--- src/rtl/spi_rw_engine_pkg.sv ---
// -----------------------------------------------------------------------------
// spi_rw_engine_pkg
// Shared definitions for the SPI register-bridge serial engine: FSM state
// encoding, command codes, field widths and the header decode helper.
// -----------------------------------------------------------------------------
package spi_rw_engine_pkg;

  typedef enum logic [1:0] {
    ST_IDLE   = 2'd0,
    ST_HEADER = 2'd1,
    ST_READ   = 2'd2,
    ST_WRITE  = 2'd3
  } state_e;

  localparam logic [5:0] CMD_READ  = 6'd0;
  localparam logic [5:0] CMD_WRITE = 6'd1;

  localparam int HDR_BITS = 6;   // command header length
  localparam int RD_BITS  = 8;   // bits per read byte on MISO
  localparam int WR_BITS  = 28;  // bits per write word on MOSI
  localparam int WR_GAP   = 2;   // turnaround edges before the first write bit

  localparam int ADDR_W = 6;     // 64-entry coefficient memory
  localparam int DATA_W = 28;

  // Map a complete header onto the state that follows it; unknown commands
  // drop straight back to IDLE.
  function automatic state_e decode_cmd(input logic [HDR_BITS-1:0] cmd);
    case (cmd)
      CMD_READ:  return ST_READ;
      CMD_WRITE: return ST_WRITE;
      default:   return ST_IDLE;
    endcase
  endfunction

endpackage

--- src/rtl/spi_rw_engine_if.sv ---
// -----------------------------------------------------------------------------
// spi_rw_engine_if
// Bundles the SPI pins and the coefficient-memory port of the engine.
//   CS, MOSI   : SPI chip select (active low) and serial data in
//   MISO       : SPI serial data out
//   iDATA      : memory read data (combinational response to oADDR/oRd_EN)
//   oADDR      : memory address
//   oRd_EN     : memory read strobe
//   oDATA      : memory write data
//   oWr_EN     : memory write strobe, one cycle per word
//   oRd_DONE   : read-burst-complete pulse
//   oWr_DONE   : write-burst-complete pulse
// master = the engine, slave = the pins/memory side.
// -----------------------------------------------------------------------------
interface spi_rw_engine_if;
  import spi_rw_engine_pkg::*;

  logic              CS;
  logic              MOSI;
  logic              MISO;
  logic [DATA_W-1:0] iDATA;
  logic [ADDR_W-1:0] oADDR;
  logic              oRd_EN;
  logic [DATA_W-1:0] oDATA;
  logic              oWr_EN;
  logic              oRd_DONE;
  logic              oWr_DONE;

  modport master (
    input  CS, MOSI, iDATA,
    output MISO, oADDR, oRd_EN, oDATA, oWr_EN, oRd_DONE, oWr_DONE
  );

  modport slave (
    output CS, MOSI, iDATA,
    input  MISO, oADDR, oRd_EN, oDATA, oWr_EN, oRd_DONE, oWr_DONE
  );

endinterface

--- src/rtl/spi_rw_engine_shift.sv ---
// -----------------------------------------------------------------------------
// spi_shift_cnt
// Generic MSB-first shift register with a modulo-COUNT bit counter. Used for
// the header, read and write paths of spi_rw_engine.
//   iCLK, iRSTn : clock, asynchronous active-low reset
//   iCLR        : synchronous clear (priority over step)
//   step        : advance the counter and shift (or load) this edge
//   load        : with step, load load_val instead of shifting
//   load_val    : parallel load value
//   din         : serial input, enters at bit 0
//   sr          : shift register contents
//   first, last : counter is at 0 / at COUNT-1 (last step of a group)
// -----------------------------------------------------------------------------
module spi_shift_cnt #(
  parameter int WIDTH = 8,
  parameter int COUNT = 8
) (
  input  logic             iCLK,
  input  logic             iRSTn,
  input  logic             iCLR,
  input  logic             step,
  input  logic             load,
  input  logic [WIDTH-1:0] load_val,
  input  logic             din,
  output logic [WIDTH-1:0] sr,
  output logic             first,
  output logic             last
);

  localparam int CW = $clog2(COUNT);

  logic [CW-1:0] cnt;

  assign first = (cnt == '0);
  assign last  = (cnt == CW'(COUNT - 1));

  // NOTE: clocked state uses non-blocking assignments so every register
  // samples pre-edge values regardless of block evaluation order.
  always_ff @(posedge iCLK or negedge iRSTn) begin
    if (!iRSTn) begin
      cnt <= '0;
      sr  <= '0;
    end else if (iCLR) begin
      cnt <= '0;
      sr  <= '0;
    end else if (step) begin
      // The counter wraps on its own, so a path leaving by count is already
      // back at zero for the next transfer.
      cnt <= last ? '0 : cnt + CW'(1);
      sr  <= load ? load_val : {sr[WIDTH-2:0], din};
    end
  end

endmodule

--- src/rtl/spi_rw_engine.sv ---
// -----------------------------------------------------------------------------
// spi_rw_engine
// Serial-side engine of the SPI register bridge, clocked by SCLK. Decodes a
// 6-bit command header from MOSI, then streams memory bytes on MISO (read
// burst) or deserialises 28-bit words from MOSI into memory (write burst).
//   iCLK  : SCLK, all logic on the rising edge
//   iRSTn : asynchronous active-low reset
//   iCLR  : synchronous clear, same effect as reset, highest priority
//   bus   : SPI pins + memory port (spi_rw_engine_if.master)
// Parameters: RD_WORDS / WR_WORDS words per read / write burst (1..64).
// -----------------------------------------------------------------------------
module spi_rw_engine
  import spi_rw_engine_pkg::*;
#(
  parameter int RD_WORDS = 64,
  parameter int WR_WORDS = 64
) (
  input  logic            iCLK,
  input  logic            iRSTn,
  input  logic            iCLR,
  spi_rw_engine_if.master bus
);

  localparam int GAP_W = $clog2(WR_GAP + 1);

  state_e state, state_nxt;

  logic                hdr_step, rd_step, wr_step, rd_en;
  logic                hdr_first, hdr_last, rd_first, rd_last, wr_first, wr_last;
  logic [HDR_BITS-2:0] hdr_sr;
  logic [RD_BITS-1:0]  rd_sr;
  logic [WR_BITS-2:0]  wr_sr;

  logic [ADDR_W-1:0]   rd_word, wr_word, wr_addr_q;
  logic [GAP_W-1:0]    gap_cnt;
  logic                gap_done;
  logic                rd_end, wr_word_done, wr_end;

  logic [DATA_W-1:0]   data_q;
  logic                wr_en_q, rd_done_q, wr_done_q;

  // Header: the 6th bit is taken straight from MOSI, so only 5 bits are stored.
  spi_shift_cnt #(.WIDTH(HDR_BITS - 1), .COUNT(HDR_BITS)) u_hdr (
    .iCLK(iCLK), .iRSTn(iRSTn), .iCLR(iCLR),
    .step(hdr_step), .load(1'b0), .load_val('0), .din(bus.MOSI),
    .sr(hdr_sr), .first(hdr_first), .last(hdr_last)
  );

  // Read: load the memory byte on the first edge of each byte, then shift out.
  spi_shift_cnt #(.WIDTH(RD_BITS), .COUNT(RD_BITS)) u_rd (
    .iCLK(iCLK), .iRSTn(iRSTn), .iCLR(iCLR),
    .step(rd_step), .load(rd_first), .load_val(bus.iDATA[RD_BITS-1:0]), .din(1'b0),
    .sr(rd_sr), .first(rd_first), .last(rd_last)
  );

  // Write: as with the header, the final bit of a word comes directly from MOSI.
  spi_shift_cnt #(.WIDTH(WR_BITS - 1), .COUNT(WR_BITS)) u_wr (
    .iCLK(iCLK), .iRSTn(iRSTn), .iCLR(iCLR),
    .step(wr_step), .load(1'b0), .load_val('0), .din(bus.MOSI),
    .sr(wr_sr), .first(wr_first), .last(wr_last)
  );

  assign gap_done     = (gap_cnt == GAP_W'(WR_GAP));
  assign rd_end       = rd_step && rd_last && (rd_word == ADDR_W'(RD_WORDS - 1));
  assign wr_word_done = wr_step && wr_last;
  assign wr_end       = wr_word_done && (wr_word == ADDR_W'(WR_WORDS - 1));

  // ---------------------------------------------------------------------------
  // FSM: state register
  // ---------------------------------------------------------------------------
  always_ff @(posedge iCLK or negedge iRSTn) begin
    if (!iRSTn)    state <= ST_IDLE;
    else if (iCLR) state <= ST_IDLE;
    else           state <= state_nxt;
  end

  // ---------------------------------------------------------------------------
  // FSM: next state. CS only matters in IDLE; bursts end by count alone.
  // ---------------------------------------------------------------------------
  always_comb begin
    state_nxt = state;
    case (state)
      ST_IDLE:   if (!bus.CS)  state_nxt = ST_HEADER;
      ST_HEADER: if (hdr_last) state_nxt = decode_cmd({hdr_sr, bus.MOSI});
      ST_READ:   if (rd_end)   state_nxt = ST_IDLE;
      ST_WRITE:  if (wr_end)   state_nxt = ST_IDLE;
      default:                 state_nxt = ST_IDLE;
    endcase
  end

  // ---------------------------------------------------------------------------
  // FSM: outputs / datapath enables
  // ---------------------------------------------------------------------------
  // NOTE: every signal is given a default before the case so no path leaves
  // it unassigned, which would otherwise infer a latch.
  always_comb begin
    hdr_step = 1'b0;
    rd_step  = 1'b0;
    wr_step  = 1'b0;
    rd_en    = 1'b0;
    case (state)
      ST_HEADER: hdr_step = 1'b1;
      ST_READ: begin
        rd_step = 1'b1;
        rd_en   = rd_first;  // memory read happens in the cycle before the load edge
      end
      ST_WRITE:  wr_step = gap_done;
      default: ;
    endcase
  end

  // ---------------------------------------------------------------------------
  // Word counters, turnaround counter and registered write-side outputs
  // ---------------------------------------------------------------------------
  always_ff @(posedge iCLK or negedge iRSTn) begin
    if (!iRSTn) begin
      rd_word   <= '0;
      wr_word   <= '0;
      wr_addr_q <= '0;
      gap_cnt   <= '0;
      data_q    <= '0;
      wr_en_q   <= 1'b0;
      rd_done_q <= 1'b0;
      wr_done_q <= 1'b0;
    end else if (iCLR) begin
      rd_word   <= '0;
      wr_word   <= '0;
      wr_addr_q <= '0;
      gap_cnt   <= '0;
      data_q    <= '0;
      wr_en_q   <= 1'b0;
      rd_done_q <= 1'b0;
      wr_done_q <= 1'b0;
    end else begin
      rd_done_q <= rd_end;
      wr_en_q   <= wr_word_done;
      wr_done_q <= wr_end;

      if (rd_step && rd_last)
        rd_word <= rd_end ? '0 : rd_word + ADDR_W'(1);

      // Counts the turnaround edges, then parks until WRITE is left.
      if (state == ST_WRITE) begin
        if (!gap_done) gap_cnt <= gap_cnt + GAP_W'(1);
      end else begin
        gap_cnt <= '0;
      end

      // The strobe is registered, so the address of the completed word is
      // captured alongside the data before the word counter moves on.
      if (wr_word_done) begin
        data_q    <= {wr_sr, bus.MOSI};
        wr_addr_q <= wr_word;
        wr_word   <= wr_end ? '0 : wr_word + ADDR_W'(1);
      end
    end
  end

  assign bus.MISO     = rd_sr[RD_BITS-1];
  assign bus.oRd_EN   = rd_en;
  assign bus.oWr_EN   = wr_en_q;
  assign bus.oDATA    = data_q;
  assign bus.oRd_DONE = rd_done_q;
  assign bus.oWr_DONE = wr_done_q;
  assign bus.oADDR    = rd_en   ? rd_word   :
                        wr_en_q ? wr_addr_q : '0;

  // Bits each path does not need, collected so they read as deliberately dropped.
  logic unused_ok;
  assign unused_ok = ^{hdr_first, wr_first, rd_sr[RD_BITS-2:0], bus.iDATA[DATA_W-1:RD_BITS]};

endmodule

--- src/flat_wrapper.sv ---
// flat-port wrapper written by rule: the top's interface ports become plain ports
module spi_rw_engine_flat import spi_rw_engine_pkg::*;
#(
  parameter int RD_WORDS = 64,
  parameter int WR_WORDS = 64
)
  (iCLK, iRSTn, iCLR, bus_CS, bus_MOSI, bus_iDATA, bus_MISO, bus_oADDR, bus_oRd_EN, bus_oDATA, bus_oWr_EN, bus_oRd_DONE, bus_oWr_DONE);
  spi_rw_engine_if bus_i ();
  input  logic iCLK;
  input  logic iRSTn;
  input  logic iCLR;
  input wire logic [$bits(bus_i.CS)-1:0] bus_CS;
  input wire logic [$bits(bus_i.MOSI)-1:0] bus_MOSI;
  input wire logic [$bits(bus_i.iDATA)-1:0] bus_iDATA;
  output wire logic [$bits(bus_i.MISO)-1:0] bus_MISO;
  output wire logic [$bits(bus_i.oADDR)-1:0] bus_oADDR;
  output wire logic [$bits(bus_i.oRd_EN)-1:0] bus_oRd_EN;
  output wire logic [$bits(bus_i.oDATA)-1:0] bus_oDATA;
  output wire logic [$bits(bus_i.oWr_EN)-1:0] bus_oWr_EN;
  output wire logic [$bits(bus_i.oRd_DONE)-1:0] bus_oRd_DONE;
  output wire logic [$bits(bus_i.oWr_DONE)-1:0] bus_oWr_DONE;
  assign bus_i.CS = bus_CS;
  assign bus_i.MOSI = bus_MOSI;
  assign bus_i.iDATA = bus_iDATA;
  assign bus_MISO = bus_i.MISO;
  assign bus_oADDR = bus_i.oADDR;
  assign bus_oRd_EN = bus_i.oRd_EN;
  assign bus_oDATA = bus_i.oDATA;
  assign bus_oWr_EN = bus_i.oWr_EN;
  assign bus_oRd_DONE = bus_i.oRd_DONE;
  assign bus_oWr_DONE = bus_i.oWr_DONE;
  spi_rw_engine #(.RD_WORDS(RD_WORDS), .WR_WORDS(WR_WORDS)) u_core (.iCLK(iCLK), .iRSTn(iRSTn), .iCLR(iCLR), .bus(bus_i));
endmodule
--- config.mk ---
export PLATFORM = sky130hd
export DESIGN_NAME = spi_rw_engine_flat
export DESIGN_NICKNAME = d
export VERILOG_FILES = /design/src/rtl/spi_rw_engine_pkg.sv /design/src/rtl/spi_rw_engine_if.sv /design/src/rtl/spi_rw_engine_shift.sv /design/src/rtl/spi_rw_engine.sv /design/src/flat_wrapper.sv
export SDC_FILE = /design/constraint.sdc
export NUM_CORES = 1
export LEC_CHECK = 0
export ABC_AREA = 1
export CAP_MARGIN = 25
export CORE_ASPECT_RATIO = 0.5
export CORE_UTILIZATION = 44
export DETAILED_ROUTE_END_ITERATION = 10
export PLACE_DENSITY = 0.67
export SLEW_MARGIN = 0
export SYNTH_ARGS = -nofsm -noshare
export SYNTH_HDL_FRONTEND = slang
export SYNTH_SLANG_ARGS = --single-unit
--- constraint.sdc ---
create_clock -name iCLK -period 1.83 [get_ports iCLK]
set_input_delay 0.366 -clock iCLK [delete_from_list [all_inputs] [get_ports iCLK]]
set_output_delay 0.366 -clock iCLK [all_outputs]
set_load 0.02 [all_outputs]
# Word-level counts from Yosys, hierarchy flattened

Index checks and enable logic that the tools add are counted.
Widths: inputs -> output; s select.

Flip-flop bits (word level): 104
Latch bits: 0
RAM bits: 0
Memory bits (read-only): 0
Bits of input ports: 33
Output and inout bits: 39
Word-level logic and storage cells: 94
Memories kept: 0

Add/sub/neg operators: 6
Multiply operators: 0
Divide/modulo/power cells: 0
Order comparisons: 0
Equal/unequal tests: 15
Shifts and indexed selects: 0
Multiplexer cells: 45
Bitwise gates (word level): 0
Reduce and logical (&&, ||, !) cells: 13

Operators by type and width:

| kind                | count |
|---|---|
| $mux 6              | 10 |
| $mux 28             | 2 |
| $mux 27             | 2 |
| $mux 5              | 5 |
| $mux 8              | 3 |
| $mux 3              | 6 |
| $mux 2              | 8 |
| $add 6x1->6 const B | 2 |
| $eq 6x6->1 const B  | 2 |
| $reduce_bool 2->1   | 5 |
| $ne 3x3->1 const B  | 3 |
| $pmux 2 s4          | 1 |
| $mux 1              | 7 |
| $add 3x1->3 const B | 2 |
| $eq 2x2->1 const B  | 3 |
| $eq 3x3->1 const B  | 2 |
| $eq 6x1->1 const B  | 1 |
| $logic_not 6->1     | 1 |
| $ne 3x2->1 const B  | 2 |
| $add 5x1->5 const B | 1 |
| $eq 5x5->1 const B  | 1 |
| $logic_and 1x1->1   | 4 |
| $pmux 2 s2          | 1 |
| $reduce_and 4->1    | 1 |
| other kinds (4)     | 4 |

# Logic depth before layout (Yosys ltp)

Depth after elaboration: 7
Mapped depth: 11
Depth with buffers taken out: 10

# Cells and area by module

A second synthesis with hierarchy kept.

Cells, all modules: 658
Area, all modules: 5172.5 sq um

Modules (own cells, without submodules):

| module                        | instances | cells each | area each (sq um) | seq. area each (sq um) |
|---|---|---|---|---|
| spi_rw_engine                 | 1         | 296        | 2477.4            | 1326.3 |
| spi_shift_cnt at u_core.u_wr  | 1         | 221        | 1664.1            | 800.8 |
| spi_shift_cnt at u_core.u_rd  | 1         | 83         | 604.3             | 275.3 |
| spi_shift_cnt at u_core.u_hdr | 1         | 58         | 426.7             | 200.2 |

# Least setup slack after synthesis

No wires, ideal clock.

Path kind: reg-to-output
From: register u_core.u_rd.cnt[0]
To: output port bus_oADDR[0]
Arrival time: 1444 ps
Data required time: 1464 ps
Slack: 20 ps
Cell stages (with the launch flop): 8
Path buffers: 1
Path through: dfrtp_1 > inv_1 > ha_1 > nand2_1 > inv_1 > nand2_1 > buf_2 > o21ai_0

Longest elaborated chain between the ends: 3

RTL lines:

| item                   | line                      | text |
|---|---|---|
| start, declared        | spi_rw_engine_shift.sv:32 | `logic [CW-1:0] cnt;` |
| start signal, assigned | spi_rw_engine_shift.sv:49 | `cnt <= last ? '0 : cnt + CW'(1);` |
| $logic_not 3->1        | spi_rw_engine_shift.sv:34 | `assign first = (cnt == '0);` |
| $mux 1                 | spi_rw_engine.sv:101      | `case (state)` |
| $mux 6                 | spi_rw_engine.sv:165      | `assign bus.oADDR = rd_en ? rd_word :` |
| end, declared          | flat_wrapper.sv:16        | `output wire logic [$bits(bus_i.oADDR)-1:0] bus_oADDR;` |

No other way between the ends.

# Final worst setup path

From: register u_core.u_rd.cnt[1]
To: output port bus_oADDR[3]

Same word-level chain as after synthesis.

==> flow_summary_export.csv <==
group,metric,value,unit
run,drv_cap,0,
placement,routabilityCongestion,0.8155,
layout,n_antenna_cell,0,
critical_path,arrival,1.52,ns
yosys,yosysTopAreaCell,"dfrtp_1",
floorplanning,die_y,75.60,µm
timing,hold_slack,0.4781,ns
floorplanning,core_area,10380,µm²
layout,finish.utilization,57.98,%
run_status,violations,"negative setup slack",
layout,finalNetCount,667,
layout,stdcell_area,6017,µm²
run_status,status,"finished with violations",
clocking,clock_latency,0.35,ns
route,drtPass1Iterations,4,
yosys,post_synth_num_cell_types,36,
timing,rsz0062_at_grt,"yes",
critical_path,cp_slowest_cell,"dfrtp_1",
layout,syn_to_final_growth,26.22,%
pwr,p_leak,2.875,nW
timing,hold_violations,0,
route,wire_per_inst,12.38,µm
timing,setup_viol,6,
yosys,ys_warn_count,0,
critical_path,crit_top_cell,"nand2_4",
route,ant_nets,0,
floorplanning,die_area,11280,µm²
placement,dp_cells,746,
global_routing,overflow,0,
pwr,p_per_area,904.5,nW/µm²
layout,final_cell_mix,"150 x nand2_1, 104 x dfrtp_1, 59 x inv_1, 56 x o21ai_0, 47 x nor2_1",
timing,worst_slew_pin_slew,0.3848,ns
timing,fin_ws,-0.05718,ns
clocking,ctsHtreeMaxLevel,3,
clocking,cts_tree,"yes",
yosys,ys_ff_latch,104,
critical_path,critical_path.endpoint_type,"primary output",
yosys,synthTopCellsByArea,"dfrtp_1 55%, nand2_1 12%, o21ai_0 6.6%",
global_routing,grt_usage,18.30,%
clocking,cts_buffer_depth,2,
clocking,cts_made_buffers,9,
yosys,synthesis.nets,593,
critical_path,path_cells,"inv_2, ha_4, nand2_4, inv_6, nand2_4, o21ai_1, buf_4",
timing,fin_setup_tns,-0.1445,ns
min_path,hold_path.class,"reg -> reg",
pwr,ir_worst_vdd,452.6,µV
global_routing,antenna_found_initial,0,
timing,fmax,0.5299,GHz
layout,drive_gt1_share,15.19,%
floorplanning,start_util,45.94,%
critical_path,worstPathRequired,1.46,ns
route,drt_iter0_markers,194,
timing,relSlewSlack,74.35,%
timing,finClkSkew,0.01144,ns
timing,fin_crit,1.887,ns
yosys,netlist_instances,553,
floorplanning,die_x,149.2,µm
placement,place_ws,-0.4016,ns
route,num_vias,3750,
yosys,synth-seq-area-share,54.59,%
pwr,power,5.443,mW
placement,postPlaceCellArea,5548,µm²
floorplanning,io_pins,72,
route,drc,0,
route,via_per_inst,4.858,
timing,period_share,103.1,%
yosys,synth_top_area_share,54.59,%
critical_path,cp_max_fo,5,
critical_path,critPathKind,"reg -> out",
clocking,root_buffer,"clkbuf_16",
yosys,netlist_area,4767,µm²
global_routing,grt_start_max_net_pins,40,
layout,stdcell_count,772,
layout,final_common_cell,"nand2_1",
global_routing,grt_pass1_vias,3472,
placement,hpwl,6.227,mm
critical_path,startpoint_type,"register",
placement,port_buffers,51,
global_routing,grt_pass1_wl,16.13,mm
floorplanning,fp-row-count,26,
yosys,syn_avg_cell_area,8.620,µm²
clocking,cts_sinks,104,
timing,slew_viol_final,0,
clocking,cts.clk_slew.worst_paths,0.07,ns
route,wl,9.558,mm
critical_path,max_stage_delay,0.40,ns
-- synth_stat cells --
cell,n
nand2_1,154
dfrtp_1,104
inv_1,63
o21ai_0,63
nor2_1,48
nand3_1,26
a21oi_1,13
buf_2,10
o21ai_1,9
ha_1,7
nand4_1,7
nand2_2,6
o22ai_1,5
buf_4,4
inv_2,4
xor2_1,4
nor2_8,3
xnor2_1,3
buf_1,2
nor2_4,2
a21oi_2,1
a21oi_4,1
a22o_1,1
buf_12,1
buf_6,1
clkbuf_1,1
clkinv_4,1
inv_4,1
nand2_4,1
nand2_8,1
nand3_2,1
nor3_1,1
o211ai_1,1
o21ai_2,1
o22ai_2,1
o41ai_1,1
-- per-layer routing --
| metal | up-vias | global-route usage, % | share of wire, % |
|---|---|---|---|
| met3 | 6 | 4.132 | 3.1 |
| met1 | 1778 | 24.48 | 50 |
| met5 | - | 0 | 0 |
| met4 | 0 | 4.762 | 0.64 |
| li1 | 1903 | - | - |
| met2 | 63 | 30.70 | 46 |
-- path summary, 6_finish.rpt --
check,from,to,slack [ns],cells past startpoint
max in group asynchronous,iRSTn,u_core.bus.oDATA[0],0.80,3
hold / removal,u_core.bus.oDATA[14],u_core.bus.oDATA[14],0.48,2
hold reg to reg,u_core.bus.oDATA[14],u_core.bus.oDATA[14],0.48,2
min in group asynchronous,iRSTn,u_core.u_rd.sr[3],0.49,2
setup / recovery,u_core.u_rd.cnt[1],bus_oADDR[3],-0.06,7
setup reg to reg,u_core.u_rd.cnt[1],u_core.u_rd.sr[3],0.09,11
-- registers in the layout, indices dropped and copies added (netlist names) --
register and flops:
u_core.bus.oDATA 28, u_core.u_wr.sr 27, u_core.u_rd.sr 8, u_core.rd_word 6, u_core.wr_addr_q 6, u_core.wr_word 6, u_core.u_hdr.sr 5, u_core.u_wr.cnt 5
u_core.u_hdr.cnt 3, u_core.u_rd.cnt 3, u_core.gap_cnt 2, u_core.state 2, u_core.bus.oRd_DONE 1, u_core.bus.oWr_DONE 1, u_core.bus.oWr_EN 1
-- timing repair --
| item | in CTS | in global routing |
|---|---|---|
| gates cloned | 1 | 0 |
| endpoints found under the hold margin | 26 | 0 |
| endpoints found under the setup margin | 7 | 14 |
| resized for setup | 57 | 22 |
| hold buffers | 1 | 0 |
| setup buffers | 8 | 1 |
| pin swaps | 3 | 3 |
-- report_power, final --
part | internal [mW] | switching (mW) | leakage (nW)
clock | 1.07 | 0.847 | 0.145
combinational | 0.432 | 0.628 | 1.29
sequential | 2.40 | 0.0642 | 1.45
total | 3.90 | 1.54 | 2.88
-- cells by family after synthesis --
group / after synthesis / share of synthesized area [%]
xor gates and xnor gates: 7 / 1.286
buffers and inverters: 88 / 8.163
adders and majority gates: 7 / 1.837
DFF: 104 / 54.59
AOI/OAI and AO/OA: 97 / 11.08
and+or+nand+nor: 250 / 23.04
-- worst max-delay path, delay by kind of cell (launching register included) --
family,cells,cell delay [ns]
flip-flops,1,0.40
buffers and inverters,3,0.35
AO/OA/AOI/OAI,1,0.15
adder cells (fa/ha/maj),1,0.14
AND/OR/NAND/NOR,2,0.14
-- layout make-up --
type                            instances  area, µm²
Inverter                               69      274.0
Sequential cell                       104       2603
Timing Repair Buffer                   81      799.5
Fill cell                             901       4360
Tap cell                              140      175.2
Multi-Input combinational cell        362       1872
Clock inverter                          5      61.31
Clock buffer                           11      232.7
Power figures use the tool's default switching activity.
